$ cat src/rtl/recip_pkg.sv
// Shared definitions for the recip result reader: FSM encoding, default
// field widths and the FIFO entry layout {zero_err, seq, fine, coarse}.
package recip_pkg;

   localparam int unsigned COARSE_WIDTH_DEF = 24;
   localparam int unsigned FINE_WIDTH_DEF   = 8;
   localparam int unsigned SEQ_WIDTH_DEF    = 8;

   typedef enum logic [1:0] {
      IDLE = 2'd0,
      ACK  = 2'd1,
      DROP = 2'd2
   } recip_state_e;

   // Entry layout at default widths, MSB first.
   typedef struct packed {
      logic                        zero_err;
      logic [SEQ_WIDTH_DEF-1:0]    seq;
      logic [FINE_WIDTH_DEF-1:0]   fine;
      logic [COARSE_WIDTH_DEF-1:0] coarse;
   } recip_entry_t;

   function automatic int unsigned entry_width(input int unsigned cw,
                                               input int unsigned fw,
                                               input int unsigned sw);
      return 1 + sw + fw + cw;
   endfunction

endpackage

$ cat src/rtl/recip_result_reader_if.sv
// Producer handshake and downstream stream of the recip result reader.
// master: environment side (producer + downstream); slave: the reader.
interface recip_result_reader_if import recip_pkg::*; #(
   parameter int unsigned COARSE_WIDTH = COARSE_WIDTH_DEF,
   parameter int unsigned FINE_WIDTH   = FINE_WIDTH_DEF,
   parameter int unsigned SEQ_WIDTH    = SEQ_WIDTH_DEF,
   parameter int unsigned FIFO_AW      = 2
) ();

   logic                    tdc_valid_fast;
   logic [COARSE_WIDTH-1:0] tdc_coarse_fast;
   logic [FINE_WIDTH-1:0]   tdc_fine_raw_fast;
   logic                    tdc_ack_fast;
   logic                    out_valid;
   logic                    out_ready;
   logic [COARSE_WIDTH-1:0] out_coarse;
   logic [FINE_WIDTH-1:0]   out_fine;
   logic [SEQ_WIDTH-1:0]    out_seq;
   logic                    out_zero_err;
   logic [FIFO_AW:0]        fifo_count;
   logic                    timeout_flag;

   modport master (
      output tdc_valid_fast, tdc_coarse_fast, tdc_fine_raw_fast, out_ready,
      input  tdc_ack_fast, out_valid, out_coarse, out_fine, out_seq,
             out_zero_err, fifo_count, timeout_flag
   );

   modport slave (
      input  tdc_valid_fast, tdc_coarse_fast, tdc_fine_raw_fast, out_ready,
      output tdc_ack_fast, out_valid, out_coarse, out_fine, out_seq,
             out_zero_err, fifo_count, timeout_flag
   );

endinterface

$ cat src/rtl/recip_result_fifo.sv
// Synchronous FIFO with registered occupancy count, depth 2^AW.
// Pushes when full and pops when empty are ignored.
module recip_result_fifo #(
   parameter int unsigned WIDTH = 8,
   parameter int unsigned AW    = 2
) (
   input  logic             clk_fast,
   input  logic             rst_n,
   input  logic             push,
   input  logic [WIDTH-1:0] wr_data,
   input  logic             pop,
   output logic [WIDTH-1:0] rd_data,
   output logic [AW:0]      count,
   output logic             full,
   output logic             empty
);

   localparam int unsigned DEPTH = 1 << AW;

   logic [WIDTH-1:0] mem [DEPTH];
   logic [AW-1:0]    wr_ptr;
   logic [AW-1:0]    rd_ptr;
   logic             push_ok;
   logic             pop_ok;

   assign full    = (count == (AW+1)'(DEPTH));
   assign empty   = (count == '0);
   assign push_ok = push && !full;
   assign pop_ok  = pop && !empty;
   assign rd_data = mem[rd_ptr];

   // Storage; cleared on reset so the head reads as zero after reset.
   always_ff @(posedge clk_fast or negedge rst_n) begin
      if (!rst_n) begin
         for (int unsigned i = 0; i < DEPTH; i++) mem[i] <= '0;
      end else if (push_ok) begin
         mem[wr_ptr] <= wr_data;
      end
   end

   // Pointers and occupancy; simultaneous push and pop leave count unchanged.
   always_ff @(posedge clk_fast or negedge rst_n) begin
      if (!rst_n) begin
         wr_ptr <= '0;
         rd_ptr <= '0;
         count  <= '0;
      end else begin
         if (push_ok) wr_ptr <= wr_ptr + 1'b1;
         if (pop_ok)  rd_ptr <= rd_ptr + 1'b1;
         case ({push_ok, pop_ok})
            2'b10:   count <= count + 1'b1;
            2'b01:   count <= count - 1'b1;
            default: count <= count;
         endcase
      end
   end

endmodule

$ cat src/rtl/recip_result_reader.sv
// Consumer of the recip_core_fast result handshake: captures each result,
// acks it for one cycle, tags it with a wrapping sequence number and queues
// it for a valid/ready stream. Backpressure = ack withheld while FIFO full.
// Optional idle timeout built when RECIP_READER_TIMEOUT_EN is defined.
module recip_result_reader import recip_pkg::*; #(
   parameter int unsigned COARSE_WIDTH   = COARSE_WIDTH_DEF,
   parameter int unsigned FINE_WIDTH     = FINE_WIDTH_DEF,
   parameter int unsigned SEQ_WIDTH      = SEQ_WIDTH_DEF,
   parameter int unsigned FIFO_AW        = 2,
   parameter int unsigned TIMEOUT_CYCLES = 50_000_000
) (
   input logic                   clk_fast,
   input logic                   rst_n,
   recip_result_reader_if.slave  bus
);

   localparam int unsigned ENTRY_W = entry_width(COARSE_WIDTH, FINE_WIDTH, SEQ_WIDTH);

   recip_state_e         state;
   recip_state_e         state_nx;
   logic [SEQ_WIDTH-1:0] seq;
   logic                 ack_q;
   logic                 capture;
   logic                 full;
   logic                 empty;
   logic                 pop;
   logic [ENTRY_W-1:0]   wr_data;
   logic [ENTRY_W-1:0]   rd_data;

   // Next state: capture only from IDLE with room, then ack, then wait for valid low.
   always_comb begin
      state_nx = state;
      capture  = 1'b0;
      case (state)
         IDLE: begin
            if (bus.tdc_valid_fast && !full) begin
               capture  = 1'b1;
               state_nx = ACK;
            end
         end
         ACK:     state_nx = DROP;
         DROP:    if (!bus.tdc_valid_fast) state_nx = IDLE;
         default: state_nx = IDLE;
      endcase
   end

   // State, registered ack and sequence tag.
   always_ff @(posedge clk_fast or negedge rst_n) begin
      if (!rst_n) begin
         state <= IDLE;
         ack_q <= 1'b0;
         seq   <= '0;
      end else begin
         state <= state_nx;
         ack_q <= (state_nx == ACK);
         if (capture) seq <= seq + 1'b1;
      end
   end

   assign wr_data = {(bus.tdc_coarse_fast == '0), seq,
                     bus.tdc_fine_raw_fast, bus.tdc_coarse_fast};
   assign pop     = !empty && bus.out_ready;

   recip_result_fifo #(
      .WIDTH (ENTRY_W),
      .AW    (FIFO_AW)
   ) u_fifo (
      .clk_fast (clk_fast),
      .rst_n    (rst_n),
      .push     (capture),
      .wr_data  (wr_data),
      .pop      (pop),
      .rd_data  (rd_data),
      .count    (bus.fifo_count),
      .full     (full),
      .empty    (empty)
   );

   assign bus.tdc_ack_fast = ack_q;
   assign bus.out_valid    = !empty;
   assign bus.out_coarse   = rd_data[COARSE_WIDTH-1:0];
   assign bus.out_fine     = rd_data[COARSE_WIDTH +: FINE_WIDTH];
   assign bus.out_seq      = rd_data[COARSE_WIDTH+FINE_WIDTH +: SEQ_WIDTH];
   assign bus.out_zero_err = rd_data[ENTRY_W-1];

`ifdef RECIP_READER_TIMEOUT_EN
   localparam int unsigned TW = (TIMEOUT_CYCLES > 1) ? $clog2(TIMEOUT_CYCLES) : 1;
   localparam logic [TW-1:0] IDLE_MAX = TW'(TIMEOUT_CYCLES - 1);

   logic [TW-1:0] idle_cnt;

   // Idle counter: cleared by a capture, saturates at TIMEOUT_CYCLES-1.
   always_ff @(posedge clk_fast or negedge rst_n) begin
      if (!rst_n)                    idle_cnt <= '0;
      else if (capture)              idle_cnt <= '0;
      else if (idle_cnt != IDLE_MAX) idle_cnt <= idle_cnt + 1'b1;
   end

   assign bus.timeout_flag = (idle_cnt == IDLE_MAX);
`else
   // No timeout hardware; the parameter stays so override lists are uniform.
   assign bus.timeout_flag = (TIMEOUT_CYCLES == 0) && 1'b0;
`endif

endmodule

$ cat src/flat_wrapper.sv
// flat-port wrapper written by rule: the top's interface ports become plain ports
module recip_result_reader_flat import recip_pkg::*;
#(
   parameter int unsigned COARSE_WIDTH   = COARSE_WIDTH_DEF,
   parameter int unsigned FINE_WIDTH     = FINE_WIDTH_DEF,
   parameter int unsigned SEQ_WIDTH      = SEQ_WIDTH_DEF,
   parameter int unsigned FIFO_AW        = 2,
   parameter int unsigned TIMEOUT_CYCLES = 50_000_000
)
  (clk_fast, rst_n, bus_tdc_valid_fast, bus_tdc_coarse_fast, bus_tdc_fine_raw_fast, bus_out_ready, bus_tdc_ack_fast, bus_out_valid, bus_out_coarse, bus_out_fine, bus_out_seq, bus_out_zero_err, bus_fifo_count, bus_timeout_flag);
  recip_result_reader_if #(.COARSE_WIDTH(COARSE_WIDTH), .FINE_WIDTH(FINE_WIDTH), .SEQ_WIDTH(SEQ_WIDTH), .FIFO_AW(FIFO_AW)) bus_i ();
  input logic clk_fast;
  input logic rst_n;
  input wire logic [$bits(bus_i.tdc_valid_fast)-1:0] bus_tdc_valid_fast;
  input wire logic [$bits(bus_i.tdc_coarse_fast)-1:0] bus_tdc_coarse_fast;
  input wire logic [$bits(bus_i.tdc_fine_raw_fast)-1:0] bus_tdc_fine_raw_fast;
  input wire logic [$bits(bus_i.out_ready)-1:0] bus_out_ready;
  output wire logic [$bits(bus_i.tdc_ack_fast)-1:0] bus_tdc_ack_fast;
  output wire logic [$bits(bus_i.out_valid)-1:0] bus_out_valid;
  output wire logic [$bits(bus_i.out_coarse)-1:0] bus_out_coarse;
  output wire logic [$bits(bus_i.out_fine)-1:0] bus_out_fine;
  output wire logic [$bits(bus_i.out_seq)-1:0] bus_out_seq;
  output wire logic [$bits(bus_i.out_zero_err)-1:0] bus_out_zero_err;
  output wire logic [$bits(bus_i.fifo_count)-1:0] bus_fifo_count;
  output wire logic [$bits(bus_i.timeout_flag)-1:0] bus_timeout_flag;
  assign bus_i.tdc_valid_fast = bus_tdc_valid_fast;
  assign bus_i.tdc_coarse_fast = bus_tdc_coarse_fast;
  assign bus_i.tdc_fine_raw_fast = bus_tdc_fine_raw_fast;
  assign bus_i.out_ready = bus_out_ready;
  assign bus_tdc_ack_fast = bus_i.tdc_ack_fast;
  assign bus_out_valid = bus_i.out_valid;
  assign bus_out_coarse = bus_i.out_coarse;
  assign bus_out_fine = bus_i.out_fine;
  assign bus_out_seq = bus_i.out_seq;
  assign bus_out_zero_err = bus_i.out_zero_err;
  assign bus_fifo_count = bus_i.fifo_count;
  assign bus_timeout_flag = bus_i.timeout_flag;
  recip_result_reader #(.COARSE_WIDTH(COARSE_WIDTH), .FINE_WIDTH(FINE_WIDTH), .SEQ_WIDTH(SEQ_WIDTH), .FIFO_AW(FIFO_AW), .TIMEOUT_CYCLES(TIMEOUT_CYCLES)) u_core (.clk_fast(clk_fast), .rst_n(rst_n), .bus(bus_i));
endmodule
$ cat config.mk
export PLATFORM = sky130hd
export DESIGN_NAME = recip_result_reader_flat
export DESIGN_NICKNAME = d
export VERILOG_FILES = /design/src/rtl/recip_pkg.sv /design/src/rtl/recip_result_reader_if.sv /design/src/rtl/recip_result_fifo.sv /design/src/rtl/recip_result_reader.sv /design/src/flat_wrapper.sv
export SDC_FILE = /design/constraint.sdc
export NUM_CORES = 1
export LEC_CHECK = 0
export ABC_AREA = 0
export CAP_MARGIN = 5
export CORE_MARGIN = 5
export CORE_UTILIZATION = 45
export CTS_BUF_LIST = sky130_fd_sc_hd__clkbuf_16
export CTS_CLUSTER_SIZE = 40
export DETAILED_ROUTE_END_ITERATION = 6
export PLACE_DENSITY = 0.66
export SETUP_SLACK_MARGIN = 0.4
export SYNTH_ARGS = -nofsm -noshare
export SYNTH_HDL_FRONTEND = slang
export SYNTH_SLANG_ARGS = --single-unit
$ cat constraint.sdc
create_clock -name clk_fast -period 3.5 [get_ports clk_fast]
set_clock_uncertainty 0.1 [all_clocks]
set_input_delay 0.7 -clock clk_fast [delete_from_list [all_inputs] [get_ports clk_fast]]
set_output_delay 0.7 -clock clk_fast [all_outputs]
set_load 0.02 [all_outputs]
Word level (Yosys, flattened, before mapping)

Cells that the tools add are included.

Bits in registers: 182
Bits of input ports: 36
Output and inout port bits: 47
Logic and storage cells: 49

Add/subtract/negate cells: 5
Magnitude comparators: 3
Equal/unequal tests: 6
Muxes and demuxes: 12
Bitwise logic cells: 2
Reduce and logical (&&, ||, !) cells: 11

Operator list:

| cell                                                       | count |
|---|---|
| bitwise mux 164 bit                                        | 1 |
| two-way mux 41 bit                                         | 3 |
| binary-select mux 41 bit (select 2 bit)                    | 1 |
| demux 41 bit (select 2 bit)                                | 1 |
| logical NOT 24 bit                                         | 1 |
| adder 8 x 1 -> 8 bit, second input constant                | 1 |
| == test 2 x 1 -> 1 bit, second input constant              | 3 |
| greater-or-equal comparator 3 bit, second input constant   | 2 |
| NOT 2 -> 3 bit                                             | 2 |
| case mux 2 bit (3 select lines)                            | 1 |
| case mux 3 bit (2 select lines)                            | 1 |
| logical AND 1 bit                                          | 5 |
| adder 2 x 1 -> 2 bit, second input constant                | 2 |
| == test 2 bit, second input constant                       | 2 |
| two-way mux 2 bit                                          | 2 |
| adder 3 x 1 -> 3 bit, second input constant                | 1 |
| == test 3 bit, second input constant                       | 1 |
| logical NOT 3 bit                                          | 1 |
| less-than comparator 3 x 1 -> 1 bit, second input constant | 1 |
| subtractor 3 x 1 -> 3 bit, second input constant           | 1 |
| logical NOT 1 bit                                          | 2 |
| logical NOT 2 bit                                          | 1 |
| two-way mux 1 bit                                          | 2 |
| nonzero test 2 bit                                         | 1 |

Depth between registers and ports, before layout

Gate-level depths: netlist (run 1).

Word-level depth: 8
Mapped depth: 9
Depth with buffers taken out: 8

Cells and area by module

A second synthesis (run 1) with hierarchy kept.

Cells, all modules: 483
Area total of the unflattened synthesis: 8066.5 µm²

By module, submodules not included:

| module              | instances | cells an instance | area an instance (µm²) | seq. area each (µm²) |
|---|---|---|---|---|
| recip_result_fifo   | 1         | 435               | 7526.0                 | 4279.1 |
| recip_result_reader | 1         | 48                | 540.5                  | 275.3 |

Worst setup path after synthesis (run 1)

No wires, ideal clock.

Path type: register to output
From: register u_core.u_fifo.rd_ptr[0]
To: output bus_out_coarse[10]
Arrival: 1.513 ns
Data required time: 2.700 ns
Path slack: 1.187 ns
Cell stages (with the launch flop): 4
Path buffers: 2
Cells stage by stage: dfrtp_1 > clkbuf_1 > buf_2 > mux4_2

Longest elaborated chain between the ends: 4

RTL lines:

| item                                                   | RTL line                | RTL |
|---|---|---|
| start: declaration                                     | recip_result_fifo.sv:22 | `logic [AW-1:0] rd_ptr;` |
| start signal: assignment                               | recip_result_fifo.sv:49 | `if (pop_ok) rd_ptr <= rd_ptr + 1'b1;` |
| NOT 2 -> 3 bit (not written as such)                   | recip_result_fifo.sv:30 | `assign rd_data = mem[rd_ptr];` |
| binary-select mux 41 bit (select 2 bit)                | recip_result_fifo.sv:30 |  |
| two-way mux 41 bit (not written as such) (2 in series) | recip_result_fifo.sv:30 |  |
| end: declaration                                       | flat_wrapper.sv:20      | `output wire logic [$bits(bus_i.out_coarse)-1:0] bus_out_coarse;` |

Every way passes these cells. The select of a mux whose other input is x is not followed.

Worst setup path after layout (run 1)

From: register u_core.u_fifo.rd_ptr[0]
To: output bus_out_coarse[20]

Same word-level chain as after synthesis.

==> results of run 1 <==
==> area by class of cell <==
class                           instances  area [um^2]  area share (%)
Clock buffer                           17          425            4.29
Clock inverter                         15          164            1.65
Inverter                               10         38.8           0.391
Multi-Input combinational cell        260         3350            33.8
Sequential cell                       182         4560            46.0
Tap cell                              229          287            2.89
Timing Repair Buffer                  102         1090            11.0
==> worst min path at each step <==
stage / cells after the start / slack [ns] / to / start
detailed placement: 1 / 0.37 / u_core.state[1] / u_core.state[1]
floorplan: 0 / 0.30 / u_core.bus.tdc_ack_fast / rst_n
CTS: 1 / 0.23 / u_core.u_fifo.mem[127] / rst_n
finish: 1 / 0.20 / u_core.u_fifo.mem[127] / rst_n
global route: 1 / 0.24 / u_core.u_fifo.mem[132] / rst_n
global placement: 1 / 0.36 / u_core.state[1] / u_core.state[1]
==> timing repair <==
action,in CTS,in global routing
setup buffers,5,0
hold buffers,0,0
resized for setup,0,21
setup endpoints to repair,41,21
pin swaps,0,0
==> logic make-up after synthesis <==
group	Yosys count	synth area share, %
AO/OA/AOI/OAI	1	0.0616
XOR/XNOR	13	1.40
adder cells (fa/ha/maj)	7	1.17
buffers and inverters	41	2.73
flip-flops	182	56.1
multiplexers	208	36.4
other	1	0.0462
AND/OR/NAND/NOR	30	2.10
==> power by group through the flow <==
stage	clock network, mW	logic [mW]	registers, mW
2_1_floorplan	0	3.26	3.51
3_3_place_gp	0	4.56	3.74
3_5_place_dp	0	4.67	3.80
4_1_cts	1.95	4.83	3.72
5_1_grt	2.03	5.00	3.84
6_report	1.91	4.68	3.72
==> layout by cell type (no fill, tap or decap), types with 2 or more instances in the layout <==
cell type / instances
clkbuf_16: 17
clkdlybuf4s50_1: 59
nor4_1: 7
dfrtp_1: 180
mux2_2: 122
dlymetal6s2s_1: 21
inv_1: 10
buf_12: 5
xor2_1: 4
xnor2_1: 9
clkinvlp_4: 4
buf_4: 15
or3_1: 2
mux4_2: 41
nand2_1: 5
nand4_1: 3
bufinv_16: 3
mux2i_1: 2
clkinv_1: 2
ha_1: 6
nor2_1: 2
mux2_4: 40
mux2_1: 3
clkinv_2: 4
clkinv_4: 2
nand2_2: 3
nand3_1: 2
==> sequential cells by signal, indices dropped and copies added (netlist names) <==
signal	cells
u_core.u_fifo.count	3
u_core.u_fifo.wr_ptr	2
u_core.bus.tdc_ack_fast	1
u_core.state	2
u_core.u_fifo.mem	164
u_core.u_fifo.rd_ptr	2
u_core.seq	8
==> metrics by stage <==
step	power, mW	instances	utilization [%]	worst slack, ns
floorplan	6.76	483	-	1.19
global placement	8.30	778	51.6	0.540
detailed placement	8.47	778	51.6	0.502
CTS	10.5	815	55.3	0.414
global route	10.9	815	55.6	0.401
finish	10.3	815	55.6	0.486
==> layer usage <==
layer / vias up / global-route usage, % / share of wire (%)
met1: 2314 / 23.4 / 46
met3: 12 / 4.27 / 4.1
met5: - / 0 / 0
met4: 0 / 4.42 / 1.2
li1: 1949 / - / -
met2: 75 / 27.3 / 49
==> results.toml, run 1 <==
[sta]
finalCritPeriodShare_pct = 86.1
relSlewSlack_pct = 52.1
worst_slew_pin_slew_ns = 0.718
min_period_ns = 3.01
whs_ns = 0.197
rsz0062_at_grt = "false"
setup_viol = 0
hold_viol = 0
clock.fmax_mhz = 332
slew_viol_final = 0
tns_ns = 0

[place]
place_hpwl_mm = 10.7
portBuffers = 81
gp_congestion = 0.736
placed_area_um2 = 9210

[critical_path]
end_kind = "output pin"
arrival_ns = 2.21
crit_slowest_cell = "clkdlybuf4s50_1"
crit_chain = "buf_8 -> mux4_2 -> clkdlybuf4s50_1"
cp.depth = 3
worstPathBufferInverterCount = 2
crit_type = "register to output pin"
reg2reg_from = "u_core.u_fifo.count[0]"
crit_path_max_fanout = 11
cp_slowest_stage_delay_ns = 0.55
ff2ff_path_depth = 6
crit-reg2reg-capture = "u_core.u_fifo.mem[131]"
crit_path_end = "bus_out_coarse[20]"
startpoint = "u_core.u_fifo.rd_ptr[0]"
path_delay_family = "buffers and inverters"
r2r_setup_slack_ns = 1.12
crit_required_ns = 2.70
cp-start-kind = "register"

[logic_synthesis]
synth_flop_cell = "dfrtp_1"
synth_area_um2 = 8120
post-synth-top-count-cell = "dfrtp_1"
ys_types = 31
yosysTopAreaCellShare_pct = 56.1
syn_inst = 483
async_flop_share_pct = 100
synth_edf_count = 0
synth_warnings = 0
avgSynthCellArea_um2 = 16.8
ys_seq_area_share_pct = 56.1
ys_ff_latch = 182
syn_nets = 526
synthTopCellsByCount = "dfrtp_1 (182), mux2_2 (122), mux4_2 (41)"
synth.area.top_cells = "dfrtp_1 (56%), mux2_2 (17%), mux4_2 (11%)"
synth_top_area_cell = "dfrtp_1"

[power_and_ir_drop]
power.internal_mw = 6.98
power_frac_clock_pct = 18.5
power.switching_mw = 3.33
p_leak_nw = 4.59
cellPowerDensity_nw_per_um2 = 1040
ir_drop_mv = 0.659
switching_share_pct = 32.3
combinationalPowerShare_pct = 45.4
pwr-share-seq_pct = 36.1

[cells_and_area]
fillers = 1348
area_growth_pct = 22.2
layout.nets = 616
final_area_um2 = 9910
antenna_cells = 0
drive_above_1_share_pct = 44.5

[route]
dr.pass1.iters = 4
wire_per_inst_um = 20.4
via_per_inst = 5.34
drc_errors = 0
num_vias = 4350
drt_iter0_drc = 167
ant_nets = 0
drt-total-wl_mm = 16.7

[worst_hold_path]
min_path_type = "input pin to asynchronous set/reset pin"

[floorplan]
fp.coreArea_um2 = 17800
die_h_um = 144
initial_utilization_pct = 45.5
num_rows = 49
pin_count = 83
die_w_um = 144
dieArea_um2 = 20800

[clock_tree]
cts.path.max_buffers = 2
tritoncts = "done"
cts.clk_slew.worst_paths_ns = 0.06
cts_htree_levels = 4
cts_root_buf = "clkbuf_16"
cts_sinks = 182
clock_latency_ns = 0.42
numCtsBuffers = 17

[global_routing]
grt_pass1_vias = 4929
grtUsageTotal_pct = 17.0
overflow = 0
antenna_found_initial = 0
grt_pass1_wl_mm = 27.1
grt_max_degree = 75

[run]
max-cap-violations = 0

[outcome]
run_status = "completed"
(Power assumes the default switching activity.)
==> inputs of run 2 (changes only) <==
--- a/config.mk
+++ b/config.mk
@@ -10,9 +10,9 @@
 export CORE_MARGIN = 5
 export CORE_UTILIZATION = 45
 export CTS_BUF_LIST = sky130_fd_sc_hd__clkbuf_16
-export CTS_CLUSTER_SIZE = 40
 export DETAILED_ROUTE_END_ITERATION = 6
-export PLACE_DENSITY = 0.66
+export HOLD_SLACK_MARGIN = 0.02
+export PLACE_DENSITY_LB_ADDON = 0.08
 export SETUP_SLACK_MARGIN = 0.4
 export SYNTH_ARGS = -nofsm -noshare
 export SYNTH_HDL_FRONTEND = slang
==> run 2 against run 1 <==
  * First-iteration DRC count shrank 32%
  * Sequential cell count unchanged
  * Count of clock-buffer cells in the layout unchanged
  * Total power down 2.8%
  * Wire length down 1.9%
  * Sequential share of layout area up 0.49 points
  * Core utilization decreased by 0.59 points
  * Largest cell class unchanged
  * Highest routed layer unchanged
==> results.toml, run 2 (same netlist as run 1, synthesis figures left out) <==
[cells_and_area]
largest_reg_flops = 164
antenna_cells = 0
area_growth_pct = 20.9
final_common_cell = "dfrtp_1"
layout.nets = 614
top_register = "u_core.u_fifo.mem"
final_util_pct = 55.0
reg.largest.list = "u_core.u_fifo.mem: 164 flops, u_core.seq: 8 flops, u_core.u_fifo.count: 3 flops"
fin_cells = 813
drive_above_1_share_pct = 44.3
final_area_um2 = 9810
mostFrequentLayoutCells = "dfrtp_1 (180), mux2_2 (122), clkdlybuf4s50_1 (57), mux4_2 (41), mux2_4 (40)"

[clock_tree]
cts.path.max_buffers = 2
clock_latency_ns = 0.43
cts_htree_levels = 4
numCtsBuffers = 17
cts_root_buf = "clkbuf_16"
cts.clk_slew.worst_paths_ns = 0.07
hold_buffers = 0
tritoncts = "done"
cts_sinks = 182

[sta]
setup_viol = 0
worst_slack_ns = 0.459
min_period_ns = 3.04
clock.fmax_mhz = 329
finalCritPeriodShare_pct = 86.9
rsz0062_at_grt = "true"
slew_viol_final = 0
worst_slew_pin_slew_ns = 0.627
tns_ns = 0
hold_viol = 0
relSlewSlack_pct = 58.2

[global_routing]
grtUsageTotal_pct = 16.8
grt_pass1_wl_mm = 26.5
grt_pass1_vias = 4829
antenna_found_initial = 0
overflow = 0
grt_max_degree = 69

[critical_path]
cp-start-kind = "register"
end_kind = "output pin"
crit_required_ns = 2.70
arrival_ns = 2.24
crit_type = "register to output pin"
cp_slowest_stage_delay_ns = 0.56
crit_chain = "buf_12 -> mux4_2 -> clkdlybuf4s50_1"
crit_path_max_fanout = 20
crit_slowest_cell = "clkdlybuf4s50_1"
worstPathBufferInverterCount = 2
path_delay_family = "buffers and inverters"

[power_and_ir_drop]
power_frac_clock_pct = 17.6
power.internal_mw = 6.74
power.switching_mw = 3.28
p_leak_nw = 4.49
pwr-share-seq_pct = 37.1
ir_drop_mv = 0.535
combinationalPowerShare_pct = 45.3
cellPowerDensity_nw_per_um2 = 1020
switching_share_pct = 32.8

[floorplan]
die_w_um = 144
dieArea_um2 = 20800
num_rows = 49
initial_utilization_pct = 45.5
die_h_um = 144
pin_count = 83
fp.coreArea_um2 = 17800

[place]
portBuffers = 81
dp.cells = 778
gp_congestion = 0.706
place_ws_ns = 0.648
placed_area_um2 = 9230
place_hpwl_mm = 10.4

[outcome]
run_status = "completed"

[route]
num_vias = 4338
wire_per_inst_um = 20.1
drt_iter0_drc = 113
ant_nets = 0
drc_errors = 0
dr.pass1.iters = 4
via_per_inst = 5.34
drt-total-wl_mm = 16.3

[worst_hold_path]
min_path_type = "input pin to asynchronous set/reset pin"

[run]
max-cap-violations = 0
==> run 2: cell types whose count changed in the layout (fill, tap and decap cells not counted), moves of 2 or more <==
cell,previous run,this run
dlygate4sd2_1,0,11
dlymetal6s2s_1,21,12
bufinv_16,3,1
clkdlybuf4s50_1,59,57
==> run 2: path summary, 6_finish.rpt <==
kind | start | to | slack (ns) | depth (start not counted)
max | u_core.u_fifo.rd_ptr[0] | bus_out_coarse[10] | 0.46 | 3
min | rst_n | u_core.u_fifo.mem[132] | 0.18 | 1
max reg2reg | u_core.u_fifo.count[0] | u_core.u_fifo.mem[133] | 1.18 | 6
min reg2reg | u_core.state[1] | u_core.state[1] | 0.37 | 1
max in group asynchronous | rst_n | u_core.u_fifo.mem[111] | 2.26 | 2
min in group clk_fast | u_core.state[1] | u_core.state[1] | 0.37 | 1
==> run 2: through the flow <==
| stage | total power [mW] | hold WS [ns] |
|---|---|---|
| after floorplan | 6.76 | 0.304 |
| after global placement | 8.33 | 0.362 |
| after detailed placement | 8.47 | 0.365 |
| after CTS | 10.2 | 0.190 |
| after global routing | 10.6 | 0.216 |
| final | 10.0 | 0.178 |
==> run 2: layout make-up <==
type | count | area (um^2)
Clock buffer | 17 | 425
Clock inverter | 15 | 118
Fill cell | 1435 | 8030
Inverter | 10 | 38.8
Multi-Input combinational cell | 260 | 3350
Sequential cell | 182 | 4560
Tap cell | 229 | 287
Timing Repair Buffer | 100 | 1030
==> run 2: power groups by stage <==
stage,Clock (mW),Combinational (mW),Sequential (mW)
floorplan,0,3.26,3.51
finish,1.76,4.54,3.72
global route,1.90,4.88,3.84
global placement,0,4.59,3.73
CTS,1.82,4.68,3.72
detailed placement,0,4.68,3.79
==> run 2: routing by layer <==
layer / vias to the layer above / track usage (%) / share of wire, %
li1: 1945 / - / -
met1: 2305 / 22.6 / 45
met2: 73 / 27.2 / 50
met3: 15 / 4.03 / 4.3
met4: 0 / 5.15 / 1.3
met5: - / 0 / 0
==> run 2: timing repair <==
item | in CTS | in global routing
setup endpoints to repair | 30 | 19
setup buffers | 3 | 0
resized for setup | 11 | 12
endpoints found under the hold margin | 0 | 0
